## src/rtl/nes_ppu_pkg.sv

```systemverilog
// Shared NES PPU constants, fetch-phase encodings and the fetch state type.
// Latency: n/a (declarations only).
// Backpressure: n/a; the pixel path is free-running and never stalls.
package nes_ppu_pkg;

  // NES picture size; the VGA path doubles both dimensions.
  localparam int NES_W = 256;
  localparam int NES_H = 240;

  // Attribute table sits right after the 960-byte name table.
  localparam logic [9:0] AT_BASE = 10'd960;

  // Fetch phase within a 16-clock tile slot (rel[3:0]).
  localparam logic [3:0] PH_NT   = 4'd0;
  localparam logic [3:0] PH_AT   = 4'd1;
  localparam logic [3:0] PH_PLO  = 4'd2;
  localparam logic [3:0] PH_PHI  = 4'd3;
  localparam logic [3:0] PH_LOAD = 4'd15;

  localparam int PAL_W = 5;
  typedef logic [PAL_W-1:0] pal_addr_t;

  typedef enum logic [2:0] {
    ST_IDLE,
    ST_NT,
    ST_AT,
    ST_PLO,
    ST_PHI,
    ST_WAIT,
    ST_LOAD
  } fetch_st_t;

endpackage

```

## src/rtl/nes_bg_pixel_gen_if.sv

```systemverilog
// Bundle between the background pixel generator and its surroundings:
// beam position in, ROM address/data pairs, palette address out.
// Backpressure: none; every signal is valid every clock.
//   col/row   : VGA beam position from the sync generator
//   nt_*      : name-table/attribute ROM address and same-cycle data
//   pat_*     : pattern ROM address and same-cycle data
//   pal_*     : registered palette ROM address and window flag
interface nes_bg_pixel_gen_if;
  import nes_ppu_pkg::*;

  logic [9:0]  col;
  logic [9:0]  row;
  logic [9:0]  nt_addr;
  logic [7:0]  nt_data;
  logic [11:0] pat_addr;
  logic [7:0]  pat_data;
  pal_addr_t   pal_addr;
  logic        pal_vld;

  // Environment side: sync generator, ROMs, palette lookup.
  modport master (
    output col, row, nt_data, pat_data,
    input  nt_addr, pat_addr, pal_addr, pal_vld
  );

  // Pixel generator side.
  modport slave (
    input  col, row, nt_data, pat_data,
    output nt_addr, pat_addr, pal_addr, pal_vld
  );
endinterface

```

## src/rtl/nes_attr_sel.sv

```systemverilog
// Picks the 2-bit palette group of one 16x16-pixel quadrant from an attribute byte.
// Latency: combinational.
// Backpressure: none.
//   attr_byte : attribute byte (4 quadrants, 2 bits each)
//   ty1, t1   : bit 1 of tile row / tile column (selects bottom / right quadrant)
//   quad      : selected 2-bit palette group
module nes_attr_sel (
  input  logic [7:0] attr_byte,
  input  logic       ty1,
  input  logic       t1,
  output logic [1:0] quad
);

  always_comb begin
    quad = attr_byte[1:0];
    unique case ({ty1, t1})
      2'b00: quad = attr_byte[1:0];
      2'b01: quad = attr_byte[3:2];
      2'b10: quad = attr_byte[5:4];
      2'b11: quad = attr_byte[7:6];
    endcase
  end

endmodule

```

## src/rtl/nes_bg_pixel_gen.sv

```systemverilog
// NES background pixel generator: fetches tiles one slot ahead of the beam, outputs palette addresses.
// Latency: 1 clock from col/row to pal_addr/pal_vld; ROM addresses are combinational from col/row.
// Backpressure: none; runs every pixel clock, hsync/vsync are delayed 1 clock externally to match.
//   clk, rst : pixel clock, async active-high reset
//   bus      : slave side of nes_bg_pixel_gen_if (col,row,nt_*,pat_*,pal_*)
module nes_bg_pixel_gen
  import nes_ppu_pkg::*;
#(
  parameter int H_OFS = 64,
  parameter int V_OFS = 0
) (
  input  logic                clk,
  input  logic                rst,
  nes_bg_pixel_gen_if.slave   bus
);

  // Column relative to the start of the fetch window (one tile before the picture).
  logic [9:0] rel;
  logic [9:0] vrow;
  logic       vwin;
  logic       fwin;
  logic       dwin;
  logic [4:0] t;
  logic [3:0] ph;
  logic [7:0] ny;
  logic [4:0] ty;
  logic [2:0] fy;

  assign rel  = bus.col - 10'(H_OFS - 16);
  assign vrow = bus.row - 10'(V_OFS);
  assign vwin = (bus.row >= 10'(V_OFS)) && (vrow < 10'(2 * NES_H));
  assign fwin = vwin && (rel < 10'(2 * NES_W));
  assign dwin = vwin && (rel >= 10'd16) && (rel < 10'(2 * NES_W + 16));

  assign t  = rel[8:4];
  assign ph = rel[3:0];
  assign ny = vrow[8:1];  // each NES line is shown on two VGA rows
  assign ty = ny[7:3];
  assign fy = ny[2:0];

  // Fetch latches (tile being fetched) and display registers (tile on screen).
  logic [7:0] tile_r, lo_r, hi_r;
  logic [1:0] attr_r;
  logic [7:0] lo_d, hi_d;
  logic [1:0] attr_d;
  logic [1:0] attr_q;

  nes_attr_sel u_attr_sel (
    .attr_byte (bus.nt_data),
    .ty1       (ty[1]),
    .t1        (t[1]),
    .quad      (attr_q)
  );

  // The fetch phase is a pure function of the column, so the state is decoded
  // every cycle rather than stored; a row change therefore needs no flush.
  fetch_st_t st;

  always_comb begin
    st           = ST_IDLE;
    bus.nt_addr  = '0;
    bus.pat_addr = '0;
    if (!rst && fwin) begin
      unique case (ph)
        PH_NT:   st = ST_NT;
        PH_AT:   st = ST_AT;
        PH_PLO:  st = ST_PLO;
        PH_PHI:  st = ST_PHI;
        PH_LOAD: st = ST_LOAD;
        default: st = ST_WAIT;
      endcase
    end
    unique case (st)
      ST_NT:   bus.nt_addr  = {ty, t};
      ST_AT:   bus.nt_addr  = AT_BASE + {4'd0, ty[4:2], t[4:2]};
      ST_PLO:  bus.pat_addr = {tile_r, 1'b0, fy};
      ST_PHI:  bus.pat_addr = {tile_r, 1'b1, fy};
      default: ;
    endcase
  end

  // Pixel select: each NES pixel spans two clocks, MSB of the pattern first.
  logic [2:0] b;
  logic [1:0] pix;
  pal_addr_t  pal_next;

  assign b   = 3'd7 - rel[3:1];
  assign pix = {hi_d[b], lo_d[b]};

  always_comb begin
    pal_next = '0;
    if (dwin && (pix != 2'd0)) pal_next = {1'b0, attr_d, pix};
  end

  always_ff @(posedge clk or posedge rst) begin
    if (rst) begin
      tile_r       <= '0;
      attr_r       <= '0;
      lo_r         <= '0;
      hi_r         <= '0;
      attr_d       <= '0;
      lo_d         <= '0;
      hi_d         <= '0;
      bus.pal_addr <= '0;
      bus.pal_vld  <= 1'b0;
    end else begin
      unique case (st)
        ST_NT:   tile_r <= bus.nt_data;
        ST_AT:   attr_r <= attr_q;
        ST_PLO:  lo_r   <= bus.pat_data;
        ST_PHI:  hi_r   <= bus.pat_data;
        // Last clock of a slot: the fetched tile becomes visible on the next clock.
        ST_LOAD: begin
          attr_d <= attr_r;
          hi_d   <= hi_r;
          lo_d   <= lo_r;
        end
        default: ;
      endcase
      bus.pal_addr <= pal_next;
      bus.pal_vld  <= dwin;
    end
  end

endmodule

```

## src/flat_wrapper.sv

```systemverilog
// flat-port wrapper written by rule: the top's interface ports become plain ports
module nes_bg_pixel_gen_flat import nes_ppu_pkg::*;
#(
  parameter int H_OFS = 64,
  parameter int V_OFS = 0
)
  (clk, rst, bus_col, bus_row, bus_nt_data, bus_pat_data, bus_nt_addr, bus_pat_addr, bus_pal_addr, bus_pal_vld);
  nes_bg_pixel_gen_if bus_i ();
  input  logic clk;
  input  logic rst;
  input wire logic [$bits(bus_i.col)-1:0] bus_col;
  input wire logic [$bits(bus_i.row)-1:0] bus_row;
  input wire logic [$bits(bus_i.nt_data)-1:0] bus_nt_data;
  input wire logic [$bits(bus_i.pat_data)-1:0] bus_pat_data;
  output wire logic [$bits(bus_i.nt_addr)-1:0] bus_nt_addr;
  output wire logic [$bits(bus_i.pat_addr)-1:0] bus_pat_addr;
  output wire logic [$bits(bus_i.pal_addr)-1:0] bus_pal_addr;
  output wire logic [$bits(bus_i.pal_vld)-1:0] bus_pal_vld;
  assign bus_i.col = bus_col;
  assign bus_i.row = bus_row;
  assign bus_i.nt_data = bus_nt_data;
  assign bus_i.pat_data = bus_pat_data;
  assign bus_nt_addr = bus_i.nt_addr;
  assign bus_pat_addr = bus_i.pat_addr;
  assign bus_pal_addr = bus_i.pal_addr;
  assign bus_pal_vld = bus_i.pal_vld;
  nes_bg_pixel_gen #(.H_OFS(H_OFS), .V_OFS(V_OFS)) u_core (.clk(clk), .rst(rst), .bus(bus_i));
endmodule
```

## config.mk

```make
export PLATFORM = sky130hd
export DESIGN_NAME = nes_bg_pixel_gen_flat
export DESIGN_NICKNAME = d
export VERILOG_FILES = /design/src/rtl/nes_ppu_pkg.sv /design/src/rtl/nes_bg_pixel_gen_if.sv /design/src/rtl/nes_attr_sel.sv /design/src/rtl/nes_bg_pixel_gen.sv /design/src/flat_wrapper.sv
export SDC_FILE = /design/constraint.sdc
export NUM_CORES = 1
export LEC_CHECK = 0
export ABC_AREA = 0
export CORE_MARGIN = 4
export CORE_UTILIZATION = 48
export DETAILED_ROUTE_END_ITERATION = 8
export PLACE_DENSITY_LB_ADDON = 0.08
export REMOVE_ABC_BUFFERS = 1
export SYNTH_ARGS = -nofsm -noshare
export SYNTH_HDL_FRONTEND = slang
export SYNTH_HIERARCHICAL = 1
export SYNTH_SLANG_ARGS = --single-unit
```

## constraint.sdc

```tcl
create_clock -name clk -period 3.5 [get_ports clk]
set_input_delay 0.7 -clock clk [delete_from_list [all_inputs] [get_ports clk]]
set_output_delay 0.7 -clock clk [all_outputs]
set_load 0.01 [all_outputs]
```

==> flow_metrics.tcl <==
set metrics [dict create \
    status "finished, final reports clean" \
    ant_nets 0 \
    grt_antenna_before_repair 0 \
    root_buffer "clkbuf_8" \
    drt-total-wl_um 5336 \
    timing.fmax_mhz 306.8 \
    path_common_cell "buf_4" \
    globalplace.congestion 0.7941 \
    synthMuxAreaShare_pct 27.53 \
    die_width_um 80.17 \
    synth_xor_area_share_pct 2.052 \
    grt_pass1_vias 1790 \
    met3_usage_pct 3.251 \
    dp_hpwl_um 4015 \
    start_util_pct 49.26 \
    synth-seq-area-share_pct 49.05 \
    vias_per_cell 5.058 \
    critPathMaxStageDelay_ns 0.44 \
    worst-r2r-setup-slack_ns 2.29 \
    synth_top_family_by_area "multiplexers" \
    drive_gt1_share_pct 34.56 \
    cp_slowest_cell "a2111oi_4" \
    cp_cell_sequence "dlymetal6s2s_1 > a2111oi_4 > xor2_2 > nor2_4 > buf_4 > and3_1 > buf_4 > a22o_2 > dlygate4sd2_1" \
    yosysWarningCount 6 \
    fin_hold_ws_ns 0.5040 \
    synth_fa_ha_area_share_pct 1.401 \
    use_met2_pct 28.23 \
    cts_buffers 5 \
    syn_area_per_cell_um2 13.51 \
    htreeDepth 2 \
    vias 1730 \
    clk_latency_ns 0.30 \
    fin_skew_ns 0.006400 \
    dp_cells 331 \
    dieHeight_um 80.17 \
    fin_crit_ns 3.260 \
    synth_edf_count 0 \
    rows 26 \
    pin_count 66 \
    synth_compound_area_share_pct 5.756 \
    final_cell_count_no_fill 342 \
    top_usage_layer "met2" \
    finalHoldViolCount 0 \
    yosysUniqueCellTypes 41 \
    path_class "input port to primary output" \
    crit_required_ns 2.80 \
    syn_to_final_growth_pct 37.49 \
    tightest_slew_ns 0.5932 \
    synth-simple-area-share_pct 11.01 \
    syn_area_um2 2500 \
    synth_area_leaders "dfrtp_1 (49%), mux2_2 (18%), mux2i_1 (3.2%)" \
    finalSetupViolCount 0 \
    ir_worst_vdd_v 0.0002469 \
    worstPathArrival_ns 2.56 \
    grt_pass1_wl_um 8735 \
    min_path_type "register to register" \
    endpoint_kind "primary output" \
    ys_ff_latch 49 \
    postLayoutCoreUtil_pct 67.73 \
    routedWlPerCell_um 15.60 \
    synth_top_area_cell "dfrtp_1" \
    clk_pin_slew_ns 0.08 \
    overflow 0 \
    rsz0062_at_grt "false" \
    path_max_fanout 8 \
    coreArea_um2 5075 \
    drc 0 \
    holdBufCountCts 0 \
    antenna_cells 0 \
    dr.pass1.iters 4 \
    nets 312 \
    cts_tree "yes" \
    synth-async-reset-ratio_pct 100.0 \
    maxSlewViolCount 0 \
    period_share_pct 93.14 \
    synthFlopType "dfrtp_1" \
    synth_cells 185 \
    io_buffers 63 \
    drtIter0Drc 74 \
    grt_usage_pct 17.69 \
    setup_tns_ns 0 \
    netlist.area_leader.share_pct 49.05 \
    die-area_um2 6426 \
    power.density_nw_per_um2 338.3 \
    slew_headroom_pct 60.45 \
    tritoncts_num_sinks 49 \
    start_kind "input port" \
    leakage_nw 1.783 \
    grt_max_degree 50 \
    clk_path_buf_depth 2 \
    drv_cap 0 \
    use_met1_pct 24.17 \
]
[report_power, final]
| part | total, mW | switching (mW) | internal [mW] |
|---|---|---|---|
| clock network | 0.320 | 0.182 | 0.138 |
| logic | 0.198 | 0.0768 | 0.121 |
| registers | 0.644 | 0.0250 | 0.619 |
| total | 1.16 | 0.284 | 0.879 |
[cells by family (layout without fill, tap and decap cells)]
group	count (synthesis)	after routing
adders and majority gates	3	3
muxes	56	56
AOI/OAI and AO/OA	16	16
DFF	49	49
xor gates and xnor gates	5	5
buffers and inverters	13	100
and+or+nand+nor	42	42
other	1	1
[state kept, by name (all words and copies together), names as in the netlist, 2 cells and up]
register             cells
u_core/bus.pal_addr      4
u_core/attr_d            2
u_core/lo_r              8
u_core/attr_r            2
u_core/tile_r            8
u_core/hi_r              8
u_core/lo_d              8
u_core/hi_d              8
[worst max-delay path, delay by kind of cell]
family | cells | cell delay, ns
buffers and inverters | 4 | 0.73
AOI/OAI and AO/OA | 2 | 0.69
xor gates and xnor gates | 1 | 0.22
and+or+nand+nor | 2 | 0.21
[metrics by stage]
stage	instance area, um^2	power (mW)	setup WS, ns
floorplan	2442	0.7513	0.4273
global placement	3318	0.8446	-0.1231
detailed placement	3318	0.8512	-0.1588
CTS	3395	1.172	-0.07849
global route	3437	1.225	0.1335
finish	3437	1.163	0.2400
[synthesized netlist by cell type (all sizes together) (4+ instances only)]
library cell and number:
and2 11, and3 6, nand3 7, mux2 44, inv 5, dfrtp 49, mux4 4, a21o 4
buf 5, nor2 5, mux2i 8
[path summary, 6_finish.rpt]
check,to,startpoint,cells past startpoint
worst max-delay path,bus_nt_addr[5],bus_col[4],9
worst min-delay path,u_core/tile_r[4],u_core/tile_r[4],1
worst max register to register,u_core/bus.pal_addr[2],u_core/hi_d[0],5
worst min register to register,u_core/tile_r[4],u_core/tile_r[4],1
max in group asynchronous,u_core/lo_d[4],rst,3
min in group asynchronous,u_core/hi_r[5],rst,3
[cell type report]
| class | count | area (um^2) |
|---|---|---|
| Timing Repair Buffer | 88 | 808.3 |
| Fill cell | 410 | 1638 |
| Clock buffer | 5 | 68.82 |
| Inverter | 5 | 18.77 |
| Sequential cell | 49 | 1226 |
| Tap cell | 70 | 87.58 |
| Multi-Input combinational cell | 123 | 1211 |
| Clock inverter | 2 | 16.27 |
[cell usage in the layout, fill, tap and decap left out, drive strengths merged, types with 4 or more instances in the layout]
master         count
a21o               4
clkbuf             5
and2              11
clkdlybuf4s50     37
dlymetal6s2s       6
mux4               4
mux2              44
mux2i              8
inv                5
dlygate4sd2       20
buf               25
nor2               5
nand3              7
dfrtp             49
and3               6
[repair_timing]
action                                  in CTS  in global routing
pin swaps                                    0                  2
setup buffers                                1                  3
cloned                                       0                  0
resized for setup                           23                  7
endpoints found under the setup margin      21                  3
[layer usage]
layer  routed length [um]  up-vias
li1                     -      837
met1                 2426      858
met2                 2662       31
met3                  214        4
met4                   32        0
met5                    0        -
Power figures use the tool's default switching activity.
